--- src/rtl/ddr_arbiter.sv ---
// ddr_arbiter: round-robin N-channel arbiter onto one shared DDR host port.
// Defining DDR_ARB_MAXHOLD_EN adds MAX_HOLD-cycle preemption of a long-held owner.
module ddr_arbiter #(
    parameter int NCH = 4,
    parameter int AW  = 29,
    parameter int DW  = 64,
    parameter int BW  = 8,
    parameter int PW  = 12
`ifdef DDR_ARB_MAXHOLD_EN
    ,
    parameter int MAX_HOLD = 1024
`endif
) (
    input  logic                    clk,
    input  logic                    reset_n,
    input  logic [NCH-1:0]          ch_acquire,
    input  logic [NCH*AW-1:0]       ch_addr,
    input  logic [NCH*DW-1:0]       ch_wdata,
    input  logic [NCH-1:0]          ch_read,
    input  logic [NCH-1:0]          ch_write,
    input  logic [NCH*BW-1:0]       ch_burstcnt,
    input  logic [NCH*DW/8-1:0]     ch_byteenable,
    output logic [NCH-1:0]          ch_busy,
    output logic [DW-1:0]           ch_rdata,
    output logic [NCH-1:0]          ch_rdata_ready,
    output logic                    x_acquire,
    output logic [AW-1:0]           x_addr,
    output logic [DW-1:0]           x_wdata,
    output logic                    x_read,
    output logic                    x_write,
    output logic [BW-1:0]           x_burstcnt,
    output logic [DW/8-1:0]         x_byteenable,
    input  logic                    x_busy,
    input  logic [DW-1:0]           x_rdata,
    input  logic                    x_rdata_ready,
    output logic [$clog2(NCH)-1:0]  grant
);
    localparam int GW  = $clog2(NCH);
    localparam int BEW = DW / 8;
    localparam int SW  = ((PW > BW) ? PW : BW) + 2;
    localparam logic [SW-1:0] PMAX = SW'((1 << PW) - 1);

    typedef enum logic [1:0] {IDLE, OWNED, DRAIN} state_t;

    state_t          state_q, state_d;
    logic [GW-1:0]   owner_q, owner_d;
    logic [GW-1:0]   last_q, last_d;
    logic [PW-1:0]   pend_q, pend_d;
    logic [BW-1:0]   wrem_q, wrem_d;

    logic [GW-1:0]   pick, cand;
    logic            found;
    logic [AW-1:0]   sel_addr;
    logic [DW-1:0]   sel_wdata;
    logic [BW-1:0]   sel_bc, bc;
    logic [BEW-1:0]  sel_be;
    logic            sel_read, sel_write, sel_acq;
    logic            acc_rd, acc_wr;
    logic [SW-1:0]   pend_sum;

    // Owner's command fields; the host port always reflects the current owner.
    always_comb begin
        sel_addr  = '0;
        sel_wdata = '0;
        sel_bc    = '0;
        sel_be    = '0;
        sel_read  = 1'b0;
        sel_write = 1'b0;
        sel_acq   = 1'b0;
        for (int i = 0; i < NCH; i++) begin
            if (owner_q == GW'(i)) begin
                sel_addr  = ch_addr[i*AW +: AW];
                sel_wdata = ch_wdata[i*DW +: DW];
                sel_bc    = ch_burstcnt[i*BW +: BW];
                sel_be    = ch_byteenable[i*BEW +: BEW];
                sel_read  = ch_read[i];
                sel_write = ch_write[i];
                sel_acq   = ch_acquire[i];
            end
        end
    end

    // Round-robin search starting just after the previous owner.
    always_comb begin
        pick  = last_q;
        found = 1'b0;
        cand  = '0;
        for (int k = 1; k <= NCH; k++) begin
            cand = GW'((int'(last_q) + k) % NCH);
            if (!found && ch_acquire[cand]) begin
                pick  = cand;
                found = 1'b1;
            end
        end
    end

`ifdef DDR_ARB_MAXHOLD_EN
    logic [15:0] hold_q, hold_d;
    logic        others;

    always_comb begin
        others = |(ch_acquire & ~(NCH'(1) << owner_q));
        hold_d = hold_q;
        if (state_q != OWNED)
            hold_d = '0;
        else if (others && hold_q != '1)
            hold_d = hold_q + 16'd1;
    end

    always_ff @(posedge clk or negedge reset_n) begin
        if (!reset_n) hold_q <= '0;
        else          hold_q <= hold_d;
    end
`endif

    always_comb begin
        state_d = state_q;
        owner_d = owner_q;
        last_d  = last_q;
        x_read  = 1'b0;
        x_write = 1'b0;
        ch_busy = '1;
        case (state_q)
            IDLE: begin
                if (|ch_acquire) begin
                    state_d = OWNED;
                    owner_d = pick;
                end
            end
            OWNED: begin
                x_read           = sel_read & sel_acq;
                x_write          = sel_write & sel_acq;
                ch_busy[owner_q] = x_busy;
                if (!sel_acq) begin
                    if (pend_q == '0 && wrem_q == '0) begin
                        state_d = IDLE;
                        last_d  = owner_q;
                    end else begin
                        state_d = DRAIN;
                    end
                end
`ifdef DDR_ARB_MAXHOLD_EN
                else if (hold_q >= 16'(MAX_HOLD)) begin
                    state_d = DRAIN;
                end
`endif
            end
            DRAIN: begin
                // Only an unfinished write burst keeps the owner talking to the host.
                if (wrem_q != '0) begin
                    x_write          = sel_write;
                    ch_busy[owner_q] = x_busy;
                end
                if (pend_q == '0 && wrem_q == '0) begin
                    state_d = IDLE;
                    last_d  = owner_q;
                end
            end
            default: state_d = IDLE;
        endcase
    end

    always_comb begin
        bc       = (sel_bc == '0) ? BW'(1) : sel_bc;
        acc_rd   = x_read & ~x_busy;
        acc_wr   = x_write & ~x_busy;
        pend_sum = SW'(pend_q) + (acc_rd ? SW'(bc) : SW'(0));
        if (x_rdata_ready && pend_sum != '0)
            pend_sum = pend_sum - SW'(1);
        pend_d = (pend_sum > PMAX) ? '1 : pend_sum[PW-1:0];
        wrem_d = wrem_q;
        if (acc_wr)
            wrem_d = (wrem_q == '0) ? bc - BW'(1) : wrem_q - BW'(1);
    end

    always_comb begin
        ch_rdata_ready = '0;
        for (int i = 0; i < NCH; i++)
            ch_rdata_ready[i] = x_rdata_ready & (owner_q == GW'(i)) & (state_q != IDLE);
    end

    always_ff @(posedge clk or negedge reset_n) begin
        if (!reset_n) begin
            state_q <= IDLE;
            owner_q <= '0;
            last_q  <= GW'(NCH - 1);
            pend_q  <= '0;
            wrem_q  <= '0;
        end else begin
            state_q <= state_d;
            owner_q <= owner_d;
            last_q  <= last_d;
            pend_q  <= pend_d;
            wrem_q  <= wrem_d;
        end
    end

    assign x_acquire    = (|ch_acquire) | (state_q == DRAIN);
    assign ch_rdata     = x_rdata;
    assign x_addr       = sel_addr;
    assign x_wdata      = sel_wdata;
    assign x_burstcnt   = sel_bc;
    assign x_byteenable = sel_be;
    assign grant        = owner_q;

endmodule

--- config.mk ---
export PLATFORM = sky130hd
export DESIGN_NAME = ddr_arbiter
export DESIGN_NICKNAME = d
export VERILOG_FILES = /design/src/rtl/ddr_arbiter.sv
export SDC_FILE = /design/constraint.sdc
export NUM_CORES = 1
export LEC_CHECK = 0
export ABC_CLOCK_PERIOD_IN_PS = 7560
export BUFFER_PORTS_ARGS = -buffer_cell sky130_fd_sc_hd__buf_2
export CAP_MARGIN = 20
export CORE_AREA = 2 2 269 271
export DETAILED_ROUTE_END_ITERATION = 6
export DIE_AREA = 0 0 271 273
export GPL_TIMING_DRIVEN = 0
export PLACE_DENSITY = 0.3
export SKIP_CTS_REPAIR_TIMING = 1
export SLEW_MARGIN = 10
export SYNTH_ARGS = -nofsm -noshare
export SYNTH_HDL_FRONTEND = slang
export SYNTH_SLANG_ARGS = --single-unit
--- constraint.sdc ---
create_clock -name clk -period 7.56 [get_ports clk]
set_clock_uncertainty 0.1 [all_clocks]
set_input_delay 0.378 -clock clk [delete_from_list [all_inputs] [get_ports clk]]
set_output_delay 0.378 -clock clk [all_outputs]
set_load 0.01 [all_outputs]
==> results.ini <==
[outcome]
outcome=finished clean

[setup_path]
critPathArrivalTime_ns=5.93
slowest_stage=buf_1
r2r-end=pend_q[5]
cp-end-kind=flip-flop
path_class=flip-flop to flip-flop
reg2reg_slack_ns=1.72
rr_worst_depth=16
critPathMaxStageDelay_ns=0.72
cp-startpoint=grant[1]
cp_max_fo=10
cp_cell_sequence=buf_1 -> mux4_2 -> and2_1 -> nand2_1 -> nor2_1 -> and2_1 -> ha_1 -> a211oi_2 -> o31ai_1 -> xor2_1 -> a2111oi_2 -> nand4_2 -> or4_1 -> a32o_1 -> buf_6 -> o211ai_2
r2r-start=grant[1]
start_kind=flip-flop
critPathCapture=pend_q[5]
crit_required_ns=7.66
crit_top_cell=and2_1

[floorplanning]
ios=702
dieArea_um2=74000
core-area_um2=71000
dieWidth_um=271
num_rows=98
start_util_pct=7.50
die-height_um=273

[sta]
fmax_mhz=171
setup_viol=0
relSlewSlack_pct=32.0
slew_viol_final=0
worst_pin_slew_ns=1.02
grt_setup_unrepaired=no
period_needed_ns=5.84
hold_slack_ns=0.0473
tns_ns=0
hold_viol_final=0
finalCritPeriodShare_pct=77.2

[yosys]
synth_edf_count=0
ys_ff_latch=26
synth_top_area_share_pct=47.4
synth_cell_types=62
synthArstFlopShare_pct=100
synth_fp_nets=1006
netlist_top_cells_area=mux4_2 47%, dfrtp_1 11%, buf_4 9.0%, ha_1 3.3%, nand2_1 2.5%
syn_avg_cell_area_um2=11.2
ys_seq_area_share_pct=12.3
postSynthCellCount=475
dominantRegCellSynth=dfrtp_1
yosysMostFrequentCell=mux4_2
yosys_warnings=0
yosysTopAreaCell=mux4_2
yosys-top-cells-count=112 x mux4_2, 64 x buf_4, 36 x nand2_1, 31 x nor2_1, 24 x dfrtp_1
syn_area_um2=5320

[place]
hpwl_mm=43.4
gp_congestion=0.926
port_buffers=636

[route]
drtIter0Drc=447
drc=0
firstDrtPassIters=4
routedWlPerCell_um=22.8
postRouteWirelength_mm=47.2
drt-vias-per-instance=3.47
vias=7201
ant_nets=0

[finish]
drive_gt1_share_pct=74.9
n_fill_cell=8194
syn2layout_area_growth_pct=85.1
multi_input_area_um2=4020
seq_area_um2=653
fin_nets=1650

[clock_tree]
clockBufferDepth=2
clk_latency_ns=0.27
cts_made_buffers=3
htreeDepth=1
cts_tree=done
path_clk_slew_ns=0.08
cts-root-buf=clkbuf_16
cts_sinks=26

[global_route]
grt_use_met1_pct=14.1
antenna_found_initial=23
grt_max_degree=27
met3_usage_pct=5.39
grt_use_met2_pct=18.9
grt_usage_pct=11.7
overflow=0
top_usage_layer=met2
grt_pass1_wl_mm=59.6
grt_pass1_vias=7404

[hold_path]
hp-class=input pin to async pin

[power_and_ir_drop]
vdd_drop_max_mv=0.133
leakage_nw=4.54
powerDensity_nw_per_um2=311

[job]
maxCapViolations=0

## layout make-up
| class | count | area share (%) |
|---|---|---|
| Multi-Input combinational cell | 343 | 40.8 |
| Timing Repair Buffer | 639 | 32.7 |
| Tap cell | 950 | 12.1 |
| Sequential cell | 26 | 6.63 |
| Buffer | 95 | 6.17 |
| Clock buffer | 3 | 0.762 |
| Inverter | 11 | 0.419 |
| Clock inverter | 1 | 0.305 |
| Antenna cell | 5 | 0.127 |
## power by group
group	switching, mW	leakage (nW)	internal [mW]
Combinational	1.51	4.17	1.11
Clock	0.0608	0.0511	0.106
Sequential	0.0696	0.314	0.200
Total	1.64	4.54	1.42
## registers in the layout, summed over array words and instances, names as in the netlist
signal,flops
grant,2
wrem_q,8
pend_q,12
last_q,2
state_q,2
## cells by family (layout without fill, tap and decap cells)
kind of cell             count (synthesis)  count (layout)  synth area share (%)
adder cells (fa/ha/maj)                 15              15                  3.67
XOR/XNOR                                16              16                  2.63
multiplexers                           115             115                  48.0
other                                    0               5                     0
buffers and inverters                  106             749                  12.2
AND/OR/NAND/NOR                        116             116                  10.8
AO/OA/AOI/OAI                           81              81                  10.5
flip-flops                              26              26                  12.3
## worst max-delay path, delay by kind of cell, from the launching register on
| family | cells | cell delay, ns |
|---|---|---|
| AND/OR/NAND/NOR | 6 | 1.70 |
| AO/OA/AOI/OAI | 5 | 1.32 |
| buffers and inverters | 2 | 0.90 |
| flip-flops | 1 | 0.62 |
| multiplexers | 1 | 0.45 |
| adder cells (fa/ha/maj) | 1 | 0.35 |
| XOR/XNOR | 1 | 0.29 |
## how the worst min path moves through the flow
stage / startpoint / depth (start not counted) / slack, ns / end
floorplan: reset_n / 0 / -0.02 / grant[0]
global placement: reset_n / 1 / 0.39 / state_q[0]
detailed placement: reset_n / 1 / 0.38 / grant[1]
CTS: reset_n / 1 / 0.08 / grant[1]
global route: reset_n / 1 / 0.1 / state_q[0]
finish: reset_n / 1 / 0.05 / state_q[0]
## metal layers
metal	vias to the layer above	wire, um
li1	3153	-
met1	3490	17800
met2	496	22000
met3	46	6160
met4	16	1110
met5	-	92
## layout by cell type (no fill, tap or decap), types with 3 or more instances in the layout
master and n:
a211oi_1 4, a21oi_1 16, a31oi_1 9, and2_1 9
buf_1 9, buf_2 639, buf_4 64, clkbuf_1 18
clkbuf_16 3, dfrtp_1 24, diode_2 5, ha_1 14
inv_1 11, mux4_2 112, nand2_1 36, nand2b_1 3
nand3_1 3, nand4_1 3, nor2_1 31, nor3_1 9
nor4_1 8, o21a_1 3, o21ai_0 16, o21ai_1 3
or4_1 3, xnor2_1 4, xor2_1 12
## stage by stage
step	instance area, um2	std cells	utilization, %	setup slack [ns]	total power, mW
after floorplan	5320	475	-	3.03	1.73
after global placement	9690	2061	13.7	1.59	2.94
after detailed placement	9740	2064	13.7	1.64	2.95
after CTS	9840	2068	13.9	1.60	3.14
after global routing	9840	2068	13.9	1.20	3.31
final	9850	2073	13.9	1.72	3.06
Note: power is estimated with default switching activity, not from simulation.
